### src/rtl/fetch_pkg.sv
// fetch_pkg: shared constants for the LEGv8 fetch stage.
//   FETCH_ADDR_W    default PC / ROM word-address width
//   FETCH_INSTR_W   default instruction width
//   FETCH_RESET_PC  default PC after reset
//   INSTR_BR_XZR    ROM fill word (BR XZR)
//   INSTR_NOP       canonical A64 NOP, for decode-side bubbles and benches
package fetch_pkg;

  localparam int unsigned FETCH_ADDR_W   = 16;
  localparam int unsigned FETCH_INSTR_W  = 32;
  localparam logic [15:0] FETCH_RESET_PC = 16'd0;

  localparam logic [31:0] INSTR_BR_XZR = 32'hD600_03E0;
  localparam logic [31:0] INSTR_NOP    = 32'hD503_201F;

  // Buffer depth is fixed at two; count encodes 0..2.
  localparam logic [1:0] BUF_DEPTH = 2'd2;

endpackage

### src/rtl/fetch_buffer.sv
// fetch_buffer: 2-entry circular FIFO of {pc, instr} pairs.
//   clock, reset      rising-edge clock, synchronous active-low reset
//   flush             drops all entries; overrides push and pop
//   push, push_pc,
//   push_instr        write one entry at the tail
//   pop               retire the head entry (caller guarantees count != 0)
//   count             occupancy 0..2
//   head_valid        head holds an entry
//   head_pc,
//   head_instr        head entry contents, straight from storage registers
module fetch_buffer
  import fetch_pkg::*;
#(
  parameter int unsigned ADDR_W  = FETCH_ADDR_W,
  parameter int unsigned INSTR_W = FETCH_INSTR_W
) (
  input  logic               clock,
  input  logic               reset,
  input  logic               flush,
  input  logic               push,
  input  logic [ADDR_W-1:0]  push_pc,
  input  logic [INSTR_W-1:0] push_instr,
  input  logic               pop,
  output logic [1:0]         count,
  output logic               head_valid,
  output logic [ADDR_W-1:0]  head_pc,
  output logic [INSTR_W-1:0] head_instr
);

  logic [ADDR_W-1:0]  pc_q    [2];
  logic [INSTR_W-1:0] instr_q [2];
  logic               rd_ptr_q;
  logic               wr_ptr_q;
  logic [1:0]         count_q;
  logic [1:0]         count_d;

  always_comb begin
    count_d = count_q;
    unique case ({push, pop})
      2'b10:   count_d = count_q + 2'd1;
      2'b01:   count_d = count_q - 2'd1;
      default: count_d = count_q;
    endcase
  end

  always_ff @(posedge clock) begin
    if (!reset) begin
      for (int i = 0; i < 2; i++) begin
        pc_q[i]    <= '0;
        instr_q[i] <= '0;
      end
      rd_ptr_q <= 1'b0;
      wr_ptr_q <= 1'b0;
      count_q  <= 2'd0;
    end else if (flush) begin
      // Storage contents are left alone; only occupancy and pointers matter.
      rd_ptr_q <= 1'b0;
      wr_ptr_q <= 1'b0;
      count_q  <= 2'd0;
    end else begin
      if (push) begin
        pc_q[wr_ptr_q]    <= push_pc;
        instr_q[wr_ptr_q] <= push_instr;
        wr_ptr_q          <= ~wr_ptr_q;
      end
      if (pop) begin
        rd_ptr_q <= ~rd_ptr_q;
      end
      count_q <= count_d;
    end
  end

  assign count      = count_q;
  assign head_valid = (count_q != 2'd0);
  assign head_pc    = pc_q[rd_ptr_q];
  assign head_instr = instr_q[rd_ptr_q];

endmodule

### src/rtl/instr_fetch_unit.sv
// instr_fetch_unit: LEGv8 fetch stage.
//   clock           rising-edge clock
//   reset           synchronous active-low reset
//   rom_address     ROM word address, driven directly by the PC register
//   rom_data        combinational ROM word for rom_address
//   redirect_valid  execute redirect request (highest priority)
//   redirect_pc     absolute redirect target word address
//   inst_valid      buffer head valid
//   inst_ready      decode accepts the head this cycle
//   inst, inst_pc   head instruction and its word address
module instr_fetch_unit
  import fetch_pkg::*;
#(
  parameter int unsigned       ADDR_W   = FETCH_ADDR_W,
  parameter int unsigned       INSTR_W  = FETCH_INSTR_W,
  parameter logic [ADDR_W-1:0] RESET_PC = ADDR_W'(FETCH_RESET_PC)
) (
  input  logic               clock,
  input  logic               reset,
  output logic [ADDR_W-1:0]  rom_address,
  input  logic [INSTR_W-1:0] rom_data,
  input  logic               redirect_valid,
  input  logic [ADDR_W-1:0]  redirect_pc,
  output logic               inst_valid,
  input  logic               inst_ready,
  output logic [INSTR_W-1:0] inst,
  output logic [ADDR_W-1:0]  inst_pc
);

  logic [ADDR_W-1:0] pc_q;
  logic [1:0]        count;
  logic              full;
  logic              pop;
  logic              push;

  assign full = (count == BUF_DEPTH);
  assign pop  = inst_valid & inst_ready;
  // A full buffer still accepts a word when the head leaves on the same edge.
  assign push = ~redirect_valid & (~full | pop);

  always_ff @(posedge clock) begin
    if (!reset) begin
      pc_q <= RESET_PC;
    end else if (redirect_valid) begin
      pc_q <= redirect_pc;
    end else if (push) begin
      pc_q <= pc_q + ADDR_W'(1);  // wraps silently at the top of the space
    end
  end

  assign rom_address = pc_q;

  // On redirect the flush wins over pop, so a handshake that edge is squashed.
  fetch_buffer #(
    .ADDR_W  (ADDR_W),
    .INSTR_W (INSTR_W)
  ) u_fetch_buffer (
    .clock      (clock),
    .reset      (reset),
    .flush      (redirect_valid),
    .push       (push),
    .push_pc    (pc_q),
    .push_instr (rom_data),
    .pop        (pop),
    .count      (count),
    .head_valid (inst_valid),
    .head_pc    (inst_pc),
    .head_instr (inst)
  );

endmodule
### config.mk
export PLATFORM = sky130hd
export DESIGN_NAME = instr_fetch_unit
export DESIGN_NICKNAME = d
export VERILOG_FILES = /design/src/rtl/fetch_pkg.sv /design/src/rtl/fetch_buffer.sv /design/src/rtl/instr_fetch_unit.sv
export SDC_FILE = /design/constraint.sdc
export NUM_CORES = 1
export LEC_CHECK = 0
export CORE_ASPECT_RATIO = 0.7
export CORE_MARGIN = 2
export CORE_UTILIZATION = 30
export DETAILED_ROUTE_END_ITERATION = 8
export RECOVER_POWER = 50
export SLEW_MARGIN = 20
export SYNTH_ARGS = -nofsm -noshare
export SYNTH_HDL_FRONTEND = slang
export SYNTH_SLANG_ARGS = --single-unit
### constraint.sdc
create_clock -name clock -period 15.8 [get_ports clock]
set_clock_uncertainty 0.1 [all_clocks]
set_input_delay 3.16 -clock clock [delete_from_list [all_inputs] [get_ports clock]]
set_output_delay 3.16 -clock clock [all_outputs]
set_load 0.01 [all_outputs]
==> results_dict.tcl <==
set metrics [dict create \
    n_antenna_cell 0 \
    status "complete, but fails checks" \
    htreeDepth 4 \
    cpLargestDelayFamily "compound AO/OA/AOI/OAI gates" \
    cp_num_buf_inv 3 \
    die_area_um2 18400 \
    netlist_instances 384 \
    fin_crit_sh_pct 48.2 \
    utilization_pct 42.0 \
    gp_congestion 0.739 \
    port-buffer-count 116 \
    cts-buffers-inserted 17 \
    crit_path_max_fanout 32 \
    grt_start_max_net_pins 49 \
    route.antenna.remaining_nets 0 \
    violations "capacitance limit, slew limit" \
    start_kind "primary input" \
    synth_cell_types 39 \
    final-setup-viol-count 0 \
    cts.sinks 117 \
    drt-wirelength-per-cell_um 15.5 \
    drc 0 \
    grt_pass1_vias 3333 \
    critPathCaptureType "register" \
    critPathSlowestCell "o21ai_0" \
    die_h_um 114 \
    num_vias 3341 \
    overflow 0 \
    synth_nets 438 \
    final.setup.tns_ns 0 \
    slowest_delay_ns 2.16 \
    p_leak_nw 2.67 \
    rsz0062_at_grt "no" \
    maxSlewViolCount 92 \
    cp_cell_sequence "dlygate4sd3_1 -> inv_1 -> nand2_1 -> o21ai_0 -> buf_4" \
    cts_resized 0 \
    startpoint "redirect_valid" \
    slew_headroom_pct -87.0 \
    hold_buffers 0 \
    worstHoldPathCells 2 \
    drive_gt1_share_pct 15.9 \
    cap_violations 3 \
    worstReg2RegEnd "u_fetch_buffer.pc_q[1][3]$_SDFFCE_PN0P_" \
    core-area_um2 17100 \
    hold_end "u_fetch_buffer.count[1]$_SDFFE_PP0P_" \
    multi_input_area_um2 1780 \
    worstMarginPinSlew_ns 2.80 \
    place.detailed.hpwl_um 7370 \
    grt_util_all_layers_pct 13.2 \
    clk_latency_ns 0.41 \
    drt_pass1_iterations 5 \
    r2r-start "u_fetch_buffer.count[0]$_SDFFE_PP0P_" \
    reg2reg_depth 4 \
    yosysWarnings 0 \
    regArea_um2 3300 \
    grt_pass1_wl_um 18200 \
    viasPerCell 4.48 \
    initial_core_util_pct 30.5 \
    syn_area_um2 5200 \
    fin_nets 556 \
    period_needed_ns 7.62 \
    crit_type "primary input to register" \
    layout_commonest_cell "edfxtp_1" \
    clockBufferDepth 2 \
    fmax_mhz 131 \
    clk_pin_slew_ns 0.05 \
    hold_class "register to register" \
    rows 40 \
    required_ns 15.75 \
    power_density_nw_per_um2 117 \
    hold_viol 0 \
    antenna_found_initial 0 \
    final_cell_mix "edfxtp_1 (96), clkdlybuf4s50_1 (84), and2_1 (80), mux2_2 (45), dlygate4sd3_1 (32)" \
    ff2ff_setup_slack_ns 11.34 \
    yosysSeqAreaShare_pct 63.5 \
    syn_to_final_growth_pct 37.7 \
    postCtsSetupBuffers 0 \
    arrival_ns 7.57 \
    fillers 1575 \
    drtIter0Drc 180 \
    root_buffer "clkbuf_16" \
    die_w_um 161 \
    min_from "u_fetch_buffer.count[1]$_SDFFE_PP0P_" \
    io_pins 117 \
    synth_seq_cells 117 \
    wl_um 11600 \
    cts_tree "done" \
    peakVddDrop_v 0.0000557 \
    avgSynthCellArea_um2 13.5 \
]
-- cell type report --
class                      instances  area share, %
tap                              231           4.04
sequential                       117           46.1
multi-input combinational        244           24.8
clock buffer                      20           6.10
inverter                           2          0.105
clock inverter                    12           2.24
timing repair buffer             120           16.6
-- how the worst max path moves through the flow --
stage                                                            end  depth (start not counted)
after floorplan           u_fetch_buffer.instr_q[1][0]$_SDFFCE_PN0P_                          3
final                        u_fetch_buffer.pc_q[1][3]$_SDFFCE_PN0P_                          5
after global placement      u_fetch_buffer.pc_q[1][12]$_SDFFCE_PN0P_                          5
after global routing         u_fetch_buffer.pc_q[1][3]$_SDFFCE_PN0P_                          5
after CTS                    u_fetch_buffer.pc_q[1][3]$_SDFFCE_PN0P_                          5
after detailed placement    u_fetch_buffer.pc_q[1][12]$_SDFFCE_PN0P_                          5
-- where the power goes --
part / leakage, nW / switching [mW] / total (mW) / internal [mW]
Clock: 0.292 / 0.131 / 0.392 / 0.261
Combinational: 1.18 / 0.0358 / 0.0823 / 0.0465
Sequential: 1.19 / 0.0103 / 0.365 / 0.355
-- worst min-delay path, cell delays in order, from the launching register on --
cell and delay (ns):
dfxtp_1 0.33, o21ai_0 0.08, a21oi_1 0.06
-- cells in the mapped netlist (all sizes together) --
cell,number,area [um2]
a21oi,9,45.0
a31oi,6,37.5
and2,99,622
and3,2,13.8
and4,2,20.0
buf,6,31.3
clkbuf,14,58.8
clkdlybuf4s50,1,11.3
dfxtp,21,420
edfxtp,96,2880
ha,2,25.0
inv,2,7.51
mux2,48,541
nand2,8,32.5
nand3,6,30.0
nand4,7,65.1
nor2,5,18.8
nor3,1,5.00
nor3b,2,20.0
o211a,1,10.0
o21ai,22,110
o31ai,2,15.0
or2,1,6.26
or3,5,31.3
or3b,1,11.3
or4,2,15.0
xnor2,4,35.0
xor2,9,78.8
-- state kept, by name, summed over array words and instances, names as in the netlist, named ones only --
signal,count
u_fetch_buffer.instr_q,64
u_fetch_buffer.pc_q,32
u_fetch_buffer.rd_ptr_q,1
u_fetch_buffer.count,2
rom_address,16
u_fetch_buffer.wr_ptr_q,1
-- kinds of logic after synthesis --
logic type               count (synthesis)  share of synthesized area, %
AO/OA/AOI/OAI                           40                          4.19
XOR/XNOR                                13                          2.19
adder cells (fa/ha/maj)                  2                         0.481
buffers and inverters                   23                          2.09
flip-flops                             117                          63.5
multiplexers                            48                          10.4
AND/OR/NAND/NOR                        141                          17.1
-- through the flow --
| step | area, um2 | hold WS, ns | power, mW | setup slack [ns] | instances |
|---|---|---|---|---|---|
| after detailed placement | 6620 | 0.399 | 0.459 | 9.53 | 714 |
| after global routing | 7160 | 0.462 | 0.872 | 7.63 | 746 |
| after CTS | 7210 | 0.413 | 0.851 | 9.96 | 746 |
| final | 7160 | 0.413 | 0.839 | 8.18 | 746 |
| after floorplan | 5200 | 0.370 | 0.407 | 8.36 | 384 |
| after global placement | 6620 | 0.389 | 0.457 | 9.61 | 714 |
-- routing by layer --
| layer | vias up | GRT usage [%] | part of all wire [%] |
|---|---|---|---|
| li1 | 1628 | - | - |
| met5 | - | 0 | 0 |
| met3 | 15 | 5.32 | 6.7 |
| met1 | 1601 | 17.3 | 47 |
| met2 | 97 | 19.9 | 45 |
| met4 | 0 | 4.46 | 1.1 |
Note: power is estimated with default switching activity, not from simulation.
